## config.mk

```make
export PLATFORM = sky130hd
export DESIGN_NAME = serial_sub_flat
export DESIGN_NICKNAME = d
export VERILOG_FILES = /design/src/rtl/serial_sub_pkg.sv /design/src/rtl/serial_sub_if.sv /design/src/rtl/full_sub.sv /design/src/rtl/serial_sub.sv /design/src/flat_wrapper.sv
export SDC_FILE = /design/constraint.sdc
export NUM_CORES = 1
export LEC_CHECK = 0
export BUFFER_PORTS_ARGS = -buffer_cell sky130_fd_sc_hd__buf_2
export CAP_MARGIN = 20
export CELL_PAD_IN_SITES_DETAIL_PLACEMENT = 0
export CELL_PAD_IN_SITES_GLOBAL_PLACEMENT = 1
export CORE_ASPECT_RATIO = 0.9
export CORE_MARGIN = 3
export CORE_UTILIZATION = 43
export DETAILED_ROUTE_END_ITERATION = 10
export PLACE_DENSITY_LB_ADDON = 0.1
export SYNTH_ARGS = -nofsm -noshare
export SYNTH_HDL_FRONTEND = slang
export SYNTH_SLANG_ARGS = --single-unit
```

## constraint.sdc

```tcl
create_clock -name clk -period 2.6 [get_ports clk]
set_clock_uncertainty 0.1 [all_clocks]
set_input_delay 0.52 -clock clk [delete_from_list [all_inputs] [get_ports clk]]
set_output_delay 0.52 -clock clk [all_outputs]
set_load 0.01 [all_outputs]
```

## src/rtl/serial_sub_pkg.sv

```systemverilog
// Shared types for the bit-serial subtractor.
package serial_sub_pkg;

   typedef enum logic [1:0] {
      IDLE = 2'd0,
      RUN  = 2'd1,
      DONE = 2'd2
   } state_e;

endpackage

```

## src/rtl/serial_sub_if.sv

```systemverilog
// Operand/result handshake bundle for serial_sub.
interface serial_sub_if #(
   parameter int unsigned W = 8
) ();

   logic         in_valid;
   logic         in_ready;
   logic [W-1:0] m;
   logic [W-1:0] s;
   logic         out_valid;
   logic         out_ready;
   logic [W-1:0] diff;
   logic         borrow;
   logic         ovf;

   modport slave (
      input  in_valid, m, s, out_ready,
      output in_ready, out_valid, diff, borrow, ovf
   );

   modport master (
      output in_valid, m, s, out_ready,
      input  in_ready, out_valid, diff, borrow, ovf
   );

endinterface

```

## src/rtl/full_sub.sv

```systemverilog
// One-bit full subtractor: d = x - y - bin, bout set when the bit underflows.
module full_sub (
   input  logic x,
   input  logic y,
   input  logic bin,
   output logic d,
   output logic bout
);

   assign d    = x ^ y ^ bin;
   assign bout = (~x & y) | (~(x ^ y) & bin);

endmodule

```

## src/rtl/serial_sub.sv

```systemverilog
// Bit-serial W-bit subtractor: diff = m - s, one bit per cycle, LSB first.
module serial_sub
   import serial_sub_pkg::*;
#(
   parameter int unsigned W = 8
) (
   input  logic         clk,
   input  logic         rst_n,
   serial_sub_if.slave  bus
);

   localparam int unsigned CW = (W > 1) ? $clog2(W) : 1;

   state_e          state_q, state_d;
   logic [W-1:0]    m_sh_q, m_sh_d;
   logic [W-1:0]    s_sh_q, s_sh_d;
   logic [W-1:0]    res_q, res_d;
   logic [CW-1:0]   cnt_q, cnt_d;
   logic            br_q, br_d;
   logic            borrow_q, borrow_d;
   logic            ovf_q, ovf_d;
   logic            d_bit, br_nxt, last_bit, accept;

   full_sub u_cell (
      .x    (m_sh_q[0]),
      .y    (s_sh_q[0]),
      .bin  (br_q),
      .d    (d_bit),
      .bout (br_nxt)
   );

   assign last_bit = (cnt_q == CW'(W - 1));
   assign accept   = (state_q == IDLE) && bus.in_valid;

   // State register
   always_ff @(posedge clk or negedge rst_n) begin
      if (!rst_n) state_q <= IDLE;
      else        state_q <= state_d;
   end

   // Next-state logic
   always_comb begin
      state_d = state_q;
      unique case (state_q)
         IDLE:    if (bus.in_valid)  state_d = RUN;
         RUN:     if (last_bit)      state_d = DONE;
         DONE:    if (bus.out_ready) state_d = IDLE;
         default: state_d = IDLE;
      endcase
   end

   // Handshake decode and datapath next values
   always_comb begin
      bus.in_ready  = (state_q == IDLE);
      bus.out_valid = (state_q == DONE);
      m_sh_d   = m_sh_q;
      s_sh_d   = s_sh_q;
      res_d    = res_q;
      cnt_d    = cnt_q;
      br_d     = br_q;
      borrow_d = borrow_q;
      ovf_d    = ovf_q;
      if (accept) begin
         m_sh_d   = bus.m;
         s_sh_d   = bus.s;
         res_d    = '0;
         cnt_d    = '0;
         br_d     = 1'b0;
         borrow_d = 1'b0;
         ovf_d    = 1'b0;
      end else if (state_q == RUN) begin
         m_sh_d = m_sh_q >> 1;
         s_sh_d = s_sh_q >> 1;
         res_d  = (res_q >> 1) | (W'(d_bit) << (W - 1));
         br_d   = br_nxt;
         cnt_d  = cnt_q + CW'(1);
         // Overflow is the carry into the sign bit differing from the carry out.
         if (last_bit) begin
            borrow_d = br_nxt;
            ovf_d    = br_q ^ br_nxt;
         end
      end
   end

   always_ff @(posedge clk or negedge rst_n) begin
      if (!rst_n) begin
         m_sh_q   <= '0;
         s_sh_q   <= '0;
         res_q    <= '0;
         cnt_q    <= '0;
         br_q     <= 1'b0;
         borrow_q <= 1'b0;
         ovf_q    <= 1'b0;
      end else begin
         m_sh_q   <= m_sh_d;
         s_sh_q   <= s_sh_d;
         res_q    <= res_d;
         cnt_q    <= cnt_d;
         br_q     <= br_d;
         borrow_q <= borrow_d;
         ovf_q    <= ovf_d;
      end
   end

   assign bus.diff   = res_q;
   assign bus.borrow = borrow_q;
   assign bus.ovf    = ovf_q;

endmodule

```

## src/flat_wrapper.sv

```systemverilog
// flat-port wrapper written by rule: the top's interface ports become plain ports
module serial_sub_flat import serial_sub_pkg::*;
#(
   parameter int unsigned W = 8
)
  (clk, rst_n, bus_in_valid, bus_m, bus_s, bus_out_ready, bus_in_ready, bus_out_valid, bus_diff, bus_borrow, bus_ovf);
  serial_sub_if #(.W(W)) bus_i ();
  input  logic clk;
  input  logic rst_n;
  input wire logic [$bits(bus_i.in_valid)-1:0] bus_in_valid;
  input wire logic [$bits(bus_i.m)-1:0] bus_m;
  input wire logic [$bits(bus_i.s)-1:0] bus_s;
  input wire logic [$bits(bus_i.out_ready)-1:0] bus_out_ready;
  output wire logic [$bits(bus_i.in_ready)-1:0] bus_in_ready;
  output wire logic [$bits(bus_i.out_valid)-1:0] bus_out_valid;
  output wire logic [$bits(bus_i.diff)-1:0] bus_diff;
  output wire logic [$bits(bus_i.borrow)-1:0] bus_borrow;
  output wire logic [$bits(bus_i.ovf)-1:0] bus_ovf;
  assign bus_i.in_valid = bus_in_valid;
  assign bus_i.m = bus_m;
  assign bus_i.s = bus_s;
  assign bus_i.out_ready = bus_out_ready;
  assign bus_in_ready = bus_i.in_ready;
  assign bus_out_valid = bus_i.out_valid;
  assign bus_diff = bus_i.diff;
  assign bus_borrow = bus_i.borrow;
  assign bus_ovf = bus_i.ovf;
  serial_sub #(.W(W)) u_core (.clk(clk), .rst_n(rst_n), .bus(bus_i));
endmodule
```

==> out/metrics.csv <==
metric,value,unit
final_area,1637,sq um
dp_hpwl,1.875,mm
r2r_end,u_core.s_sh_q[5]$_DFFE_PN0P_,
drt_pass1_iterations,4,
postLayoutCoreUtil,55.90,%
syn-num-nets,164,
nets,196,
period_needed,1.767,ns
grt.met2_usage,25.74,%
antenna_found_initial,0,
synthCells,141,
reg2regPathDepth,4,
yosysWarnings,0,
syn_avg_cell_area,9.912,sq um
setup-tns-final,0,ns
synth-edff-count,0,
dieArea,3971,sq um
insertion_delay,0.33,ns
vias,1097,
cts.sinks,32,
worstSetupStartpointType,flip-flop,
hold_viol,0,
area_growth_syn_to_layout,17.10,%
cts-root-buf,clkbuf_4,
r2r-start,u_core.state_q[0]$_DFFE_PN0P_,
initialDrtViolationCount,53,
clkTransAtPathRegs,0.10,ns
cts_made_buffers,5,
critPathKind,reg2out,
crit_start,u_core.state_q[0]$_DFFE_PN0P_,
drv_slew,0,
worst_ep_required_time,1.98,ns
ys.flop_type,dfrtp_1,
grt_util_met3,5.451,%
grt_usage,15.86,%
drc,0,
period_share,67.98,%
relSlewSlack,53.99,%
viasPerCell,5.126,
cp-end-kind,output pin,
cp-endpoint,bus_out_valid,
coreArea,2928,sq um
outcome,finished clean,
cts-resized-gates,0,
arrival,1.15,ns
synth_cell_type_count,21,
setup_violations,0,
rows,18,
leakagePower,0.8376,nW
maxCapViolCount,0,
synthArstFlopShare,100.0,%
hold_path.class,in2async,
routabilityCongestion,0.7086,
holdBufCountCts,0,
ir_drop,0.4758,mV
grt_pass1_wl,4.774,mm
tightest_slew,0.6902,ns
yosysSeqAreaShare,57.30,%
powerDensity,1184,nW/um^2
numPortBuffers,31,
grt_max_degree,33,
synth_area,1398,sq um
ios,32,
antenna_left,0,
die_w,66.10,um
ys_seq_elements,32,
cts_tree,yes,
wl_per_cell,12.99,um
rsz0062_at_grt,false,
die_h,60.09,um
overflow,0,
routed_wl,2.779,mm
grt_pass1_vias,1059,
grtUsageMet1,20.26,%
top_usage_layer,met2,
drive_gt1_share,25.29,%
worst-path-max-fanout,6,
rrSetupSlack,0.94,ns
h-tree-depth,2,
fmax,565.8,MHz
cts_buffer_depth,2,
placed_cell_area,1560,sq um
cts_setup_buffers,0,
start_util,47.74,%
antenna_cells,0,
[metal layers]
metal,up-vias,share of wire [%]
met5,-,0
met4,0,1.0
met3,3,7.1
met2,32,45
met1,528,47
li1,534,-
[state kept, by name, summed over array words and instances, names as in the netlist]
signal and cells:
u_core.bus.borrow 1, u_core.s_sh_q 8, u_core.br_q 1, u_core.cnt_q 3, u_core.bus.ovf 1, u_core.state_q 2, u_core.m_sh_q 8, u_core.bus.diff 8
[stage by stage]
step | power, mW | hold WS [ns] | instances | setup WS, ns
finish | 1.937 | 0.1173 | 214 | 0.8326
global route | 2.118 | 0.1532 | 214 | 0.7383
CTS | 1.964 | 0.1436 | 214 | 0.8123
detailed placement | 1.593 | 0.3637 | 206 | 0.9643
global placement | 1.550 | 0.3599 | 206 | 1.011
floorplan | 1.403 | 0.1244 | 141 | 1.279
[worst min path at each step]
stage,from,end,cells past startpoint
after floorplan,rst_n,u_core.br_q$_DFFE_PN0P_,0
final,rst_n,u_core.state_q[1]$_DFFE_PN0P_,1
after CTS,rst_n,u_core.m_sh_q[6]$_DFFE_PN0P_,1
after global placement,u_core.m_sh_q[1]$_DFFE_PN0P_,u_core.m_sh_q[1]$_DFFE_PN0P_,2
after global routing,rst_n,u_core.m_sh_q[0]$_DFFE_PN0P_,1
after detailed placement,u_core.m_sh_q[6]$_DFFE_PN0P_,u_core.m_sh_q[6]$_DFFE_PN0P_,2
[report_power, final]
group / internal (mW) / switching [mW] / leakage (nW) / total, mW
logic: 0.295 / 0.430 / 0.383 / 0.725
registers: 0.705 / 0.136 / 0.412 / 0.841
clock network: 0.201 / 0.170 / 0.0422 / 0.371
total: 1.20 / 0.735 / 0.838 / 1.94
[layout by cell type, fill, tap and decap left out, drive strengths merged]
cell	n
clkinv	1
fa	1
inv	2
o2bb2ai	1
nand2b	2
xnor2	1
o21ai	14
a22oi	14
nor3b	1
dfrtp	32
bufinv	1
nor2	1
a32o	1
nand2	55
o21bai	2
o22ai	1
nor2b	1
ha	2
clkbuf	6
a21oi	1
buf	34
[synthesized netlist by cell type, types with 2 or more instances]
cell type | n | share of area, %
nand2_1 | 55 | 15
buf_4 | 4 | 2.1
o21ai_1 | 2 | 0.72
inv_1 | 2 | 0.54
dfrtp_1 | 32 | 57
buf_6 | 2 | 1.6
nand2b_1 | 2 | 0.90
ha_1 | 2 | 1.8
o21ai_0 | 12 | 4.3
a22oi_1 | 14 | 7.5
buf_2 | 3 | 1.1
o21bai_1 | 2 | 1.1
[cell families (layout without fill, tap and decap cells)]
| kind of cell | Yosys count | count (layout) | synth area share [%] |
|---|---|---|---|
| xor gates and xnor gates | 1 | 1 | 0.6268 |
| AOI/OAI and AO/OA | 34 | 34 | 16.20 |
| buffers and inverters | 11 | 44 | 5.371 |
| and+or+nand+nor | 60 | 60 | 17.28 |
| adders and majority gates | 3 | 3 | 3.223 |
| DFF | 32 | 32 | 57.30 |
[layout make-up]
cell class	instances	area (sq um)
Inverter	2	7.507
Clock buffer	6	41.29
Tap cell	40	50.05
Fill cell	279	1291
Timing Repair Buffer	34	177.7
Sequential cell	32	800.8
Clock inverter	2	35.03
Multi-Input combinational cell	98	524.3
[worst max-delay path, stage by stage, from the launching register on]
cell      delay (ns)
dfrtp_1         0.44
nand2b_1        0.19
inv_1           0.06
buf_2           0.12
(Power assumes the default switching activity.)
